[src/rtl/mem_arbiter_pkg.sv]
// Shared types and constants for the two-master memory arbiter.
package mem_arbiter_pkg;

  typedef enum logic {
    ARB_M0 = 1'b0,
    ARB_M1 = 1'b1
  } arb_owner_t;

  localparam logic [2:0] MEM_FUNCT3_WORD = 3'b010;

endpackage

[src/rtl/mem_arbiter_rr_arb2.sv]
// Two-way round-robin grant logic with a bounded burst hold for the owner.
module rr_arb2
  import mem_arbiter_pkg::*;
#(
  parameter int MAX_BURST = 4
) (
  input  logic [1:0] req,
  input  arb_owner_t owner,
  input  logic       owner_valid,
  input  logic [3:0] burst_cnt,
  output logic [1:0] gnt
);

  localparam logic [3:0] MAX_CNT = 4'(MAX_BURST);

  logic keep_owner;

  // Under contention the owner keeps the port only while its current run is
  // unbroken and below the burst allowance; otherwise the other side goes.
  assign keep_owner = owner_valid && (burst_cnt < MAX_CNT);

  always_comb begin
    gnt = 2'b00;
    case (req)
      2'b01: gnt = 2'b01;
      2'b10: gnt = 2'b10;
      2'b11: begin
        if (keep_owner) gnt = (owner == ARB_M1) ? 2'b10 : 2'b01;
        else            gnt = (owner == ARB_M1) ? 2'b01 : 2'b10;
      end
      default: gnt = 2'b00;
    endcase
  end

endmodule

[src/rtl/mem_arbiter.sv]
// Shares one memory port between m0 (CPU) and m1 (DMA/loader); read data is
// steered back by a registered owner tag. Optional counters: MEM_ARB_STATS_EN.
module mem_arbiter
  import mem_arbiter_pkg::*;
#(
  parameter int MAX_BURST = 4
) (
  input  logic        clk,
  input  logic        reset_n,
  input  logic        m0_req,
  input  logic        m0_we,
  input  logic [31:0] m0_addr,
  input  logic [31:0] m0_wdata,
  input  logic [2:0]  m0_funct3,
  input  logic        m1_req,
  input  logic        m1_we,
  input  logic [31:0] m1_addr,
  input  logic [31:0] m1_wdata,
  input  logic [2:0]  m1_funct3,
  output logic        m0_gnt,
  output logic        m1_gnt,
  output logic        m0_rvalid,
  output logic        m1_rvalid,
  output logic [31:0] m0_rdata,
  output logic [31:0] m1_rdata,
  output logic        mem_wen,
  output logic [31:0] mem_ra,
  output logic [31:0] mem_wa,
  output logic [31:0] mem_wd,
  output logic [2:0]  mem_funct3,
  input  logic [31:0] mem_rd
`ifdef MEM_ARB_STATS_EN
  ,
  output logic [31:0] m0_grant_cnt,
  output logic [31:0] m1_grant_cnt,
  output logic [31:0] contention_cnt
`endif
);

  localparam logic [3:0] MAX_CNT = 4'(MAX_BURST);

  logic [1:0] gnt;
  logic       owner_valid;
  logic [3:0] burst_cnt;
  logic       rd_pend;
  arb_owner_t owner;
  arb_owner_t rd_owner;
  arb_owner_t grant_idx;
  logic       any_gnt;

  rr_arb2 #(.MAX_BURST(MAX_BURST)) u_rr_arb2 (
    .req         ({m1_req, m0_req}),
    .owner       (owner),
    .owner_valid (owner_valid),
    .burst_cnt   (burst_cnt),
    .gnt         (gnt)
  );

  assign m0_gnt    = gnt[0];
  assign m1_gnt    = gnt[1];
  assign any_gnt   = |gnt;
  assign grant_idx = gnt[1] ? ARB_M1 : ARB_M0;

  always_comb begin
    mem_wen    = 1'b0;
    mem_ra     = '0;
    mem_wa     = '0;
    mem_wd     = '0;
    mem_funct3 = MEM_FUNCT3_WORD;
    if (gnt[0]) begin
      mem_wen    = m0_we;
      mem_ra     = m0_addr;
      mem_wa     = m0_addr;
      mem_wd     = m0_wdata;
      mem_funct3 = m0_funct3;
    end else if (gnt[1]) begin
      mem_wen    = m1_we;
      mem_ra     = m1_addr;
      mem_wa     = m1_addr;
      mem_wd     = m1_wdata;
      mem_funct3 = m1_funct3;
    end
  end

  // Owner starts as m1 so that the first contention after reset goes to m0.
  always_ff @(posedge clk or negedge reset_n) begin
    if (!reset_n) begin
      owner       <= ARB_M1;
      owner_valid <= 1'b0;
      burst_cnt   <= '0;
      rd_pend     <= 1'b0;
      rd_owner    <= ARB_M0;
    end else if (any_gnt) begin
      owner       <= grant_idx;
      owner_valid <= 1'b1;
      if (owner_valid && (grant_idx == owner))
        burst_cnt <= (burst_cnt >= MAX_CNT) ? MAX_CNT : burst_cnt + 4'd1;
      else
        burst_cnt <= 4'd1;
      rd_pend     <= ~mem_wen;
      rd_owner    <= grant_idx;
    end else begin
      owner_valid <= 1'b0;
      burst_cnt   <= '0;
      rd_pend     <= 1'b0;
    end
  end

  assign m0_rvalid = rd_pend && (rd_owner == ARB_M0);
  assign m1_rvalid = rd_pend && (rd_owner == ARB_M1);
  assign m0_rdata  = mem_rd;
  assign m1_rdata  = mem_rd;

`ifdef MEM_ARB_STATS_EN
  always_ff @(posedge clk or negedge reset_n) begin
    if (!reset_n) begin
      m0_grant_cnt   <= '0;
      m1_grant_cnt   <= '0;
      contention_cnt <= '0;
    end else begin
      if (gnt[0] && (m0_grant_cnt != 32'hFFFF_FFFF))
        m0_grant_cnt <= m0_grant_cnt + 32'd1;
      if (gnt[1] && (m1_grant_cnt != 32'hFFFF_FFFF))
        m1_grant_cnt <= m1_grant_cnt + 32'd1;
      if (m0_req && m1_req && (contention_cnt != 32'hFFFF_FFFF))
        contention_cnt <= contention_cnt + 32'd1;
    end
  end
`endif

endmodule

[config.mk]
export PLATFORM = sky130hd
export DESIGN_NAME = mem_arbiter
export DESIGN_NICKNAME = d
export VERILOG_FILES = /design/src/rtl/mem_arbiter_pkg.sv /design/src/rtl/mem_arbiter_rr_arb2.sv /design/src/rtl/mem_arbiter.sv
export SDC_FILE = /design/constraint.sdc
export NUM_CORES = 1
export LEC_CHECK = 0
export CORE_AREA = 2 2 132 134
export CTS_BUF_LIST = sky130_fd_sc_hd__clkbuf_8
export DETAILED_ROUTE_END_ITERATION = 7
export DIE_AREA = 0 0 134 136
export PLACE_DENSITY_LB_ADDON = 0.25
export SLEW_MARGIN = 10
export SYNTH_ARGS = -nofsm -noshare
export SYNTH_HDL_FRONTEND = slang
export SYNTH_HIERARCHICAL = 1
export SYNTH_SLANG_ARGS = --single-unit
[constraint.sdc]
create_clock -name clk -period 3.3 [get_ports clk]
set_input_delay 0.66 -clock clk [delete_from_list [all_inputs] [get_ports clk]]
set_output_delay 0.66 -clock clk [all_outputs]
set_load 0.02 [all_outputs]
==> results.ini <==
[run_status]
status = finished clean

[placed_design]
gp_congestion = 0.7555
dp_slack_ns = -0.02935
hpwlAfterDp_um = 8113
port_buffers = 243
dp.cells = 587

[sta]
hold_viol_final = 0
tns_ns = 0
finalMaxSlewViolations = 0
fin_crit_sh = 0.9802
setup_violations = 0
clock-skew-final_ns = 0.0001549
fmax_ghz = 0.3092
period_minus_slack_ns = 3.235
layout_setup_ws_ns = 0.06534
rsz0062_at_grt = no

[cells_and_area]
syn_to_final_growth_pct = 126.9
multi_input_area_um2 = 785.8
fin_util = 0.2392
layout.cells.non_filler = 591
final_common_cell = clkdlybuf4s50_1
diodes = 0
seqCellArea_um2 = 201.4
nFillCells = 1789
layout-drive-gt1-share = 0.07923
mostFrequentLayoutCells = 176 x clkdlybuf4s50_1, 65 x a22o_1, 54 x dlymetal6s2s_1
nets = 540

[critical_path]
path_max_fanout = 29
endpoint_kind = primary output
cpMaxStageDelayCell = clkdlybuf4s50_1
reg2reg_depth = 6
cp.required_ns = 2.64
cp-startpoint = m0_req
crit_family = buffers and inverters
reg2reg_from = burst_cnt[3]$_DFF_PN0_
critPathBufInv = 4
endpoint = mem_wa[30]
path_cells = clkdlybuf4s50_1 > inv_1 > o21a_1 > and2b_2 > buf_12 > a22o_1 > clkdlybuf4s50_1
r2r_end = burst_cnt[1]$_DFF_PN0_
critPathMaxStageDelay_ns = 0.55
cp.depth = 7
startpoint_type = input port
crit_top_cell = clkdlybuf4s50_1
regToRegSetupSlack_ns = 1.32
crit_arrival_ns = 2.57
crit_type = input port to primary output

[logic_synthesis]
synth_fp_nets = 391
yosys.area_share.simple = 0.04149
yosys.area_share.adder = 0.007032
syn-cell-area_mm2 = 0.001779
synthMuxAreaShare = 0
synth_top_family_by_area = buffers and inverters
yosys-top-cells-area = buf_4 41%, a22o_1 32%, dfrtp_1 9.8%
synth_seq_cells = 8
netlist.area_leader.share = 0.4135
synth-compound-area-share = 0.3699
synth-xor-area-share = 0.009845
syn_inst = 218
ys_seq_area_frac = 0.1132
ys_warn_count = 6
yosys.area.top_type = buf_4
avgSynthCellArea_um2 = 8.161
ys_types = 28

[clock_network]
cts_buffers = 3
h-tree-depth = 1
root_buffer = clkbuf_8
ctsLongestPathBuffers = 2
cts.clk_slew.worst_paths_ns = 0.04
cts_tree = yes
insertion_delay_ns = 0.22
cts_post_setup_buffers_inserted = 0
cts.sinks = 8

[drt]
drc = 0
drtAntennaViolNets = 0
vias = 2131
wl_per_cell_um = 16.24
viasPerCell = 3.606
drt_first_pass_iters = 4
drtIter0Drc = 43
wirelength_um = 9597

[run]
drv_cap = 0

[grt]
antenna_found_initial = 0
grt-ovfl-total = 0
grt_pass1_vias = 2165
grt_pass1_wl_um = 12940
grt_max_degree = 37
grt.total_usage = 0.09318

[hold_path]
worstHoldPathType = flip-flop to flip-flop

[die]
rows = 48
dieArea_mm2 = 0.01822
initial_core_util = 0.1054
coreArea_mm2 = 0.01688
dieHeight_um = 136
die_width_um = 134
io_pins = 340

[power_and_ir_drop]
powerDensity_mw_per_mm2 = 355.2
p_total_mw = 1.434
p_leak_nw = 2.214
max-vdd-ir-drop_mv = 0.09864

[layout make-up]
class                           instances  share of cell area
Clock buffer                            3             0.01023
Multi-Input combinational cell         94              0.1947
Timing Repair Buffer                  256              0.6708
Tap cell                              225             0.06975
Inverter                                4            0.003720
Sequential cell                         8             0.04991
Clock inverter                          1           0.0009299
[where the power goes]
group          leakage [nW]  switching (mW)  internal, mW
clock                0.0269          0.0367        0.0804
sequential           0.0955          0.0182         0.120
combinational          2.09           0.563         0.615
[per-stage QoR]
stage	hold slack, ns	cell area [um2]
6_report	0.5041	4036
2_1_floorplan	0.3644	1779
3_3_place_gp	0.4880	3854
3_5_place_dp	0.4989	3854
4_1_cts	0.5077	3890
5_1_grt	0.5288	4036
[registers in the layout (all words and copies together) (netlist names)]
signal,cells
burst_cnt,4
owner_valid,1
rd_owner,1
owner,1
rd_pend,1
[cells by family after synthesis]
kind of cell | Yosys count
simple gates | 13
flops | 8
compound gates | 77
buf+inv | 116
xor+xnor | 2
other cells | 1
fa+ha+maj | 1
[synth_stat cells]
cell type  number
nor2b_1         1
inv_1           3
a21o_1          2
buf_4          98
buf_2           7
a2bb2oi_1       1
nor2_1          1
or3b_1          1
nor3b_2         1
a2111oi_2       1
ha_1            1
and2_1          1
o31ai_1         1
o21ai_1         2
inv_2           1
or3_1           1
clkbuf_1        7
dfstp_2         1
dfrtp_1         7
a21oi_1         2
o21a_1          1
xnor2_1         2
conb_1          1
a221oi_1        1
a31oi_1         1
a22o_1         65
and2b_1         1
nand2_1         6
[worst register-to-register path: stages, from the launching register on]
cell	delay, ns
dfrtp_1	0.41
nor3b_2	0.25
xnor2_2	0.12
o21a_1	0.19
buf_4	0.17
or3b_1	0.42
a2111oi_2	0.30
[worst min-delay path by stage]
stage                      startpoint  cells after the start  slack, ns                endpoint
6_report       burst_cnt[3]$_DFF_PN0_                      1       0.50  burst_cnt[1]$_DFF_PN0_
5_1_grt        burst_cnt[3]$_DFF_PN0_                      1       0.53  burst_cnt[1]$_DFF_PN0_
4_1_cts          rd_owner$_DFFE_PN0P_                      1       0.51    rd_owner$_DFFE_PN0P_
3_5_place_dp     rd_owner$_DFFE_PN0P_                      1       0.50    rd_owner$_DFFE_PN0P_
3_3_place_gp   burst_cnt[3]$_DFF_PN0_                      1       0.49  burst_cnt[1]$_DFF_PN0_
2_1_floorplan                 reset_n                      0       0.36  burst_cnt[0]$_DFF_PN0_
[layer usage]
layer,share of wire,vias to the layer above,track usage
met5,0,-,0
met4,0.021,0,0.02069
met3,0.11,22,0.03915
met2,0.50,130,0.1667
met1,0.36,994,0.1029
li1,-,985,-
[repair_timing]
action / CTS / global route
gates resized for setup: 7 / 56
endpoints found under the setup margin: 7 / 76
hold buffers: 0 / 0
Power figures use the tool's default switching activity.
